**config.mk**
```make
export PLATFORM = sky130hd
export DESIGN_NAME = display_scheduler_flat
export DESIGN_NICKNAME = d
export VERILOG_FILES = /design/src/rtl/display_pkg.sv /design/src/rtl/display_scheduler_if.sv /design/src/rtl/display_scheduler_rr_pick.sv /design/src/rtl/display_scheduler.sv /design/src/flat_wrapper.sv
export SDC_FILE = /design/constraint.sdc
export NUM_CORES = 1
export LEC_CHECK = 0
export ABC_CLOCK_PERIOD_IN_PS = 2100
export CAP_MARGIN = 30
export CORE_ASPECT_RATIO = 0.7
export CORE_UTILIZATION = 41
export DETAILED_ROUTE_END_ITERATION = 8
export GPL_TIMING_DRIVEN = 0
export PLACE_DENSITY = 0.81
export SETUP_SLACK_MARGIN = 0.02
export SLEW_MARGIN = 20
export SYNTH_ARGS = -nofsm -noshare
export SYNTH_HDL_FRONTEND = slang
export SYNTH_SLANG_ARGS = --single-unit
```
**constraint.sdc**
```tcl
create_clock -name disp_clk -period 2.1 [get_ports disp_clk]
set_input_delay 0.315 -clock disp_clk [delete_from_list [all_inputs] [get_ports disp_clk]]
set_output_delay 0.315 -clock disp_clk [all_outputs]
set_load 0.02 [all_outputs]
```
**src/rtl/display_pkg.sv**
```systemverilog
// Shared types and helpers for the display scheduler and its round-robin picker.
package display_pkg;

  localparam int DISP_W  = 8;
  localparam int MAX_SRC = 8;

  typedef enum logic {
    IDLE = 1'b0,
    SHOW = 1'b1
  } state_e;

  function automatic logic [MAX_SRC-1:0] onehot(input logic [2:0] idx);
    logic [MAX_SRC-1:0] v;
    v      = '0;
    v[idx] = 1'b1;
    return v;
  endfunction

endpackage

```
**src/rtl/display_scheduler_if.sv**
```systemverilog
// Requester/display bus between the sources and the display scheduler.
interface display_scheduler_if #(
  parameter int NUM_SRC = 4,
  parameter int DW      = display_pkg::DISP_W
);

  localparam int IW = $clog2(NUM_SRC);

  logic [NUM_SRC-1:0]    req;
  logic [NUM_SRC*DW-1:0] data;
  logic [NUM_SRC-1:0]    grant;
  logic [DW-1:0]         disp_din;
  logic                  disp_en;
  logic                  busy;
  logic [IW-1:0]         cur_src;

  modport master (
    output req, data,
    input  grant, disp_din, disp_en, busy, cur_src
  );

  modport slave (
    input  req, data,
    output grant, disp_din, disp_en, busy, cur_src
  );

endinterface

```
**src/rtl/display_scheduler_rr_pick.sv**
```systemverilog
// Combinational round-robin picker: first requester after 'last', wrapping modulo NUM_SRC.
module rr_pick #(
  parameter int NUM_SRC = 4,
  parameter int IW      = $clog2(NUM_SRC)
) (
  input  logic [NUM_SRC-1:0] req,
  input  logic [IW-1:0]      last,
  output logic               valid,
  output logic [IW-1:0]      winner
);

  // The previous holder is scanned last, so it wins only when it is the sole requester.
  always_comb begin : scan
    int c;
    c      = 0;
    valid  = 1'b0;
    winner = '0;
    for (int i = 1; i <= NUM_SRC; i++) begin
      c = (int'(last) + i) % NUM_SRC;
      if (!valid && req[c[IW-1:0]]) begin
        valid  = 1'b1;
        winner = c[IW-1:0];
      end
    end
  end

endmodule

```
**src/rtl/display_scheduler.sv**
```systemverilog
// Time-shares the seven-segment display between requesters with a round-robin hold scheme.
// Optional macro SRC0_PREEMPT_EN lets source 0 preempt any other source's hold.
module display_scheduler
  import display_pkg::*;
#(
  parameter int NUM_SRC     = 4,
  parameter int HOLD_CYCLES = 1000,
  parameter int DW          = DISP_W
) (
  input  logic               disp_clk,
  input  logic               rst_n,
  display_scheduler_if.slave bus
);

  localparam int IW = $clog2(NUM_SRC);
  localparam int TW = (HOLD_CYCLES > 1) ? $clog2(HOLD_CYCLES) : 1;

  state_e             state_q, state_d;
  logic [TW-1:0]      timer_q, timer_d;
  logic [IW-1:0]      last_q, last_d;
  logic [IW-1:0]      cur_src_q, cur_src_d;
  logic [DW-1:0]      din_q, din_d;
  logic               en_q, en_d;
  logic [NUM_SRC-1:0] grant_q, grant_d;
  logic               busy_q, busy_d;

  logic               pick_valid;
  logic [IW-1:0]      pick_idx;
  logic               preempt;
  logic               load;
  logic [IW-1:0]      load_idx;
  logic [MAX_SRC-1:0] load_oh;
  logic [DW-1:0]      src_val [NUM_SRC];

  for (genvar i = 0; i < NUM_SRC; i++) begin : g_src
    assign src_val[i] = bus.data[DW*i +: DW];
  end

  rr_pick #(
    .NUM_SRC (NUM_SRC),
    .IW      (IW)
  ) u_pick (
    .req    (bus.req),
    .last   (last_q),
    .valid  (pick_valid),
    .winner (pick_idx)
  );

`ifdef SRC0_PREEMPT_EN
  assign preempt = (state_q == SHOW) && (cur_src_q != '0) && bus.req[0];
`else
  assign preempt = 1'b0;
`endif

  always_comb begin
    state_d   = state_q;
    timer_d   = timer_q;
    last_d    = last_q;
    cur_src_d = cur_src_q;
    din_d     = din_q;
    busy_d    = busy_q;
    grant_d   = '0;
    en_d      = 1'b0;
    load      = 1'b0;
    load_idx  = pick_idx;
    load_oh   = '0;

    case (state_q)
      IDLE: load = pick_valid;
      SHOW: begin
        if (preempt) begin
          load     = 1'b1;
          load_idx = '0;
        end else if (timer_q != '0) begin
          timer_d = timer_q - TW'(1);
        end else if (pick_valid) begin
          load = 1'b1;
        end else begin
          state_d = IDLE;
          busy_d  = 1'b0;
        end
      end
      default: state_d = IDLE;
    endcase

    // A load samples the winner's data and restarts the full hold window.
    if (load) begin
      load_oh   = onehot(3'(load_idx));
      din_d     = src_val[load_idx];
      en_d      = 1'b1;
      grant_d   = load_oh[NUM_SRC-1:0];
      cur_src_d = load_idx;
      last_d    = load_idx;
      timer_d   = TW'(HOLD_CYCLES - 1);
      state_d   = SHOW;
      busy_d    = 1'b1;
    end
  end

  always_ff @(posedge disp_clk) begin
    if (!rst_n) begin
      state_q   <= IDLE;
      timer_q   <= '0;
      last_q    <= IW'(NUM_SRC - 1);
      cur_src_q <= '0;
      din_q     <= '0;
      en_q      <= 1'b0;
      grant_q   <= '0;
      busy_q    <= 1'b0;
    end else begin
      state_q   <= state_d;
      timer_q   <= timer_d;
      last_q    <= last_d;
      cur_src_q <= cur_src_d;
      din_q     <= din_d;
      en_q      <= en_d;
      grant_q   <= grant_d;
      busy_q    <= busy_d;
    end
  end

  assign bus.grant    = grant_q;
  assign bus.disp_din = din_q;
  assign bus.disp_en  = en_q;
  assign bus.busy     = busy_q;
  assign bus.cur_src  = cur_src_q;

endmodule

```
**src/flat_wrapper.sv**
```systemverilog
// flat-port wrapper written by rule: the top's interface ports become plain ports
module display_scheduler_flat import display_pkg::*;
#(
  parameter int NUM_SRC     = 4,
  parameter int HOLD_CYCLES = 1000,
  parameter int DW          = DISP_W
)
  (disp_clk, rst_n, bus_req, bus_data, bus_grant, bus_disp_din, bus_disp_en, bus_busy, bus_cur_src);
  display_scheduler_if #(.NUM_SRC(NUM_SRC), .DW(DW)) bus_i ();
  input  logic disp_clk;
  input  logic rst_n;
  input wire logic [$bits(bus_i.req)-1:0] bus_req;
  input wire logic [$bits(bus_i.data)-1:0] bus_data;
  output wire logic [$bits(bus_i.grant)-1:0] bus_grant;
  output wire logic [$bits(bus_i.disp_din)-1:0] bus_disp_din;
  output wire logic [$bits(bus_i.disp_en)-1:0] bus_disp_en;
  output wire logic [$bits(bus_i.busy)-1:0] bus_busy;
  output wire logic [$bits(bus_i.cur_src)-1:0] bus_cur_src;
  assign bus_i.req = bus_req;
  assign bus_i.data = bus_data;
  assign bus_grant = bus_i.grant;
  assign bus_disp_din = bus_i.disp_din;
  assign bus_disp_en = bus_i.disp_en;
  assign bus_busy = bus_i.busy;
  assign bus_cur_src = bus_i.cur_src;
  display_scheduler #(.NUM_SRC(NUM_SRC), .HOLD_CYCLES(HOLD_CYCLES), .DW(DW)) u_core (.disp_clk(disp_clk), .rst_n(rst_n), .bus(bus_i));
endmodule
```
==> results.sh <==
export IMPL_drv_cap=0
export IMPL_min_from="u_core.bus.cur_src[1]"
export IMPL_critPathRequiredTime_ns=2.33
export IMPL_final_hold_violation_count=0
export IMPL_total_power_mw=1.82
export IMPL_slowest_stage="or4b_4"
export IMPL_combPwrFrac_pct=31.1
export IMPL_finalSetupTns_ns=0
export IMPL_synth_edf_count=0
export IMPL_hold_class="reg -> reg"
export IMPL_synthArstFlopShare_pct=0
export IMPL_irDropWorstVdd_v=0.000474
export IMPL_r2r_end="u_core.bus.disp_din[4]"
export IMPL_dp_slack_ns=-0.297
export IMPL_dpl_hpwl_um=3320
export IMPL_crit_chain="inv_2 > ha_4 > or4b_4 > o31ai_4 > buf_6 > buf_12 > nand4_2 > a21oi_1 > o31a_1"
export IMPL_max_stage_delay_ns=0.49
export IMPL_reg2reg_depth=9
export IMPL_yosysMostFrequentCell="dfxtp_1"
export IMPL_drive_gt1_share_pct=29.4
export IMPL_chipHeight_um=55.0
export IMPL_hold_buffers=0
export IMPL_p_sw_share_pct=30.0
export IMPL_cp_end_kind="flop"
export IMPL_avgSynthCellArea_um2=8.47
export IMPL_grt_max_degree=11
export IMPL_vias_per_cell=5.57
export IMPL_fin_hold_ws_ns=0.472
export IMPL_switching_power_mw=0.546
export IMPL_holdPathStages=2
export IMPL_yosysWarnings=0
export IMPL_gp_congestion=0.788
export IMPL_syn_num_nets=233
export IMPL_placed_cells=297
export IMPL_overflow=0
export IMPL_synth_distinct_cells=41
export IMPL_start_util_pct=44.8
export IMPL_hold_end="u_core.bus.cur_src[1]"
export IMPL_cellLeakagePower_nw=0.981
export IMPL_rows=18
export IMPL_crit_arrival_ns=2.32
export IMPL_slew_headroom_pct=37.3
export IMPL_dieArea_um2=4270
export IMPL_timing_worst_setup_path_type="reg -> reg"
export IMPL_io_pins=54
export IMPL_clock_sinks=29
export IMPL_synthTopCellsByArea="dfxtp_1 (35%), or3b_2 (8.5%), o21ai_0 (5.8%)"
export IMPL_seq_area_um2=583
export IMPL_critPathLaunchType="flop"
export IMPL_fill_cells=276
export IMPL_r2r_setup_slack_ns=0.008
export IMPL_final_setup_worst_slack_ns=0.00839
export IMPL_synth_commonest_cells="dfxtp_1 (29), o21ai_0 (19), nand2_1 (16), or3b_2 (16)"
export IMPL_detail_route_wl_per_cell_um=16.8
export IMPL_ant_nets=0
export IMPL_portBuffers=53
export IMPL_wirelength_um=5350
export IMPL_cts_clk_slew_worst_paths_ns=0.07
export IMPL_cp_top_family="simple AND/OR/NAND/NOR gates"
export IMPL_cts_buffers=5
export IMPL_drt_pass1_iter_count=4
export IMPL_diodes=0
export IMPL_fin_crit_sh_pct=99.6
export IMPL_p_int_mw=1.27
export IMPL_multi_input_area_um2=1110
export IMPL_route_detailed_drc=0
export IMPL_htreeDepth=2
export IMPL_fin_cells=319
export IMPL_final_max_slew_viol_count=0
export IMPL_via_count=1778
export IMPL_seqPwrFrac_pct=35.5
export IMPL_grt_util_all_layers_pct=23.3
export IMPL_synthesis_area_um2=1640
export IMPL_clock_latency_ns=0.29
export IMPL_powerDensity_nw_per_um2=696
export IMPL_grt_pass1_wl_um=7380
export IMPL_cp_num_buf_inv=3
export IMPL_synth_top_area_share_pct=35.3
export IMPL_cts_tree="done"
export IMPL_fp_dieW_um=77.7
export IMPL_run_status="finished, final reports clean"
export IMPL_ys_dominant_reg_cell="dfxtp_1"
export IMPL_drtIter0Drc=163
export IMPL_fin_nets=307
export IMPL_synthToLayoutAreaGrowth_pct=59.1
export IMPL_max_freq_mhz=478
export IMPL_clockBufferDepth=2
export IMPL_r2r_start="u_core.timer_q[1]"
export IMPL_fin_crit_ns=2.09
export IMPL_setup_viol=0
export IMPL_grt_pass1_vias=1503
export IMPL_synth_area_leader_cell="dfxtp_1"
export IMPL_yosysSeqAreaShare_pct=35.3
export IMPL_synthCells=194
export IMPL_worst_slew_pin_slew_ns=0.932
export IMPL_cts_root_buffer="clkbuf_8"
export IMPL_rsz0062_at_grt="true"
export IMPL_crit_fanout=5
export IMPL_clock_skew_ns=0.00371
export IMPL_antenna_found_initial=0
export IMPL_core_area_um2=3670
export IMPL_power_share_clock_pct=33.4
export IMPL_synth_seq_cells=29
## layout by cell type, fill, tap and decap left out, types with 2 or more instances in the layout
cell,n
clkdlybuf4s50_1,51
dfxtp_1,27
o21ai_0,19
or3b_2,16
nand2_1,14
buf_4,13
o31a_1,9
nor2_1,8
a21oi_2,7
nor3_1,6
a211oi_2,6
clkbuf_8,6
clkbuf_1,5
and2_1,4
a21oi_1,4
nand3_1,4
and2_0,4
nor4_1,3
inv_1,3
a211oi_1,3
buf_6,3
nor2b_1,3
a21boi_0,3
o211a_1,3
and2_4,3
inv_2,2
buf_2,2
xnor2_1,2
mux2i_1,2
nand2_2,2
clkbuf_2,2
xor2_1,2
dlymetal6s2s_1,2
dfxtp_2,2
## final cells by class
cell class / count / area share (%)
repair buffers: 68 / 25.4
plain buffers: 11 / 2.49
well taps: 50 / 2.39
inverters: 5 / 0.717
clock inverters: 1 / 1.15
clock buffers: 7 / 3.30
multi-input cells: 148 / 42.3
flip-flops and latches: 29 / 22.3
## power by group through the flow
stage / registers [mW] / logic [mW] / clock network (mW)
3_3_place_gp: 0.648 / 0.453 / 0
5_1_grt: 0.651 / 0.604 / 0.644
3_5_place_dp: 0.649 / 0.461 / 0
6_report: 0.646 / 0.566 / 0.608
2_1_floorplan: 0.678 / 0.241 / 0
4_1_cts: 0.642 / 0.498 / 0.610
## flip-flops by register name, summed over array words and instances (netlist names)
signal / flops
u_core.bus.disp_en: 1
u_core.state_q: 1
u_core.bus.busy: 1
u_core.timer_q: 10
u_core.bus.grant: 4
u_core.bus.cur_src: 2
u_core.last_q: 2
u_core.bus.disp_din: 8
## routing by layer
layer	vias up	wire (um)	GRT usage, %
met1	830	2480	33.2
met3	7	421	4.10
met5	-	0	0
met2	76	2380	34.2
li1	865	-	-
met4	0	72	11.6
## tightest hold or removal path: cells and delay by family, from the launching register on
kind	cells	cell delay (ns)
and+or+nand+nor	1	0.05
AOI/OAI and AO/OA	1	0.07
DFF	1	0.31
## cells by family after synthesis
logic type | Yosys count | share of synthesized area (%)
DFF | 29 | 35.3
and+or+nand+nor | 77 | 29.1
buffers and inverters | 18 | 5.02
xor gates and xnor gates | 4 | 2.13
adders and majority gates | 1 | 0.761
muxes | 2 | 1.22
AOI/OAI and AO/OA | 63 | 26.5
## through the flow
stage,utilization (%),area [um2]
global placement,60.9,2240
global route,71.3,2620
finish,71.3,2620
floorplan,-,1640
detailed placement,60.9,2240
CTS,67.2,2470
## worst max path at each step
stage / startpoint / cells after the start / slack [ns] / to
after CTS: bus_req[0] / 7 / 0.03 / u_core.bus.disp_din[7]
after global placement: bus_req[3] / 7 / -0.29 / u_core.bus.disp_din[7]
after detailed placement: bus_req[0] / 7 / -0.30 / u_core.bus.disp_din[7]
final: u_core.timer_q[1] / 9 / 0.008 / u_core.bus.disp_din[4]
after global routing: bus_req[1] / 7 / -0.06 / u_core.bus.disp_din[7]
after floorplan: u_core.timer_q[0] / 8 / 0.02 / u_core.bus.disp_din[0]
## what timing repair did
action	4_1_cts	5_1_grt
gates cloned	1	1
setup endpoints to repair	18	14
buffers inserted	9	5
pin swaps	2	4
resized for setup	12	38
Note: power is estimated with default switching activity, not from simulation.
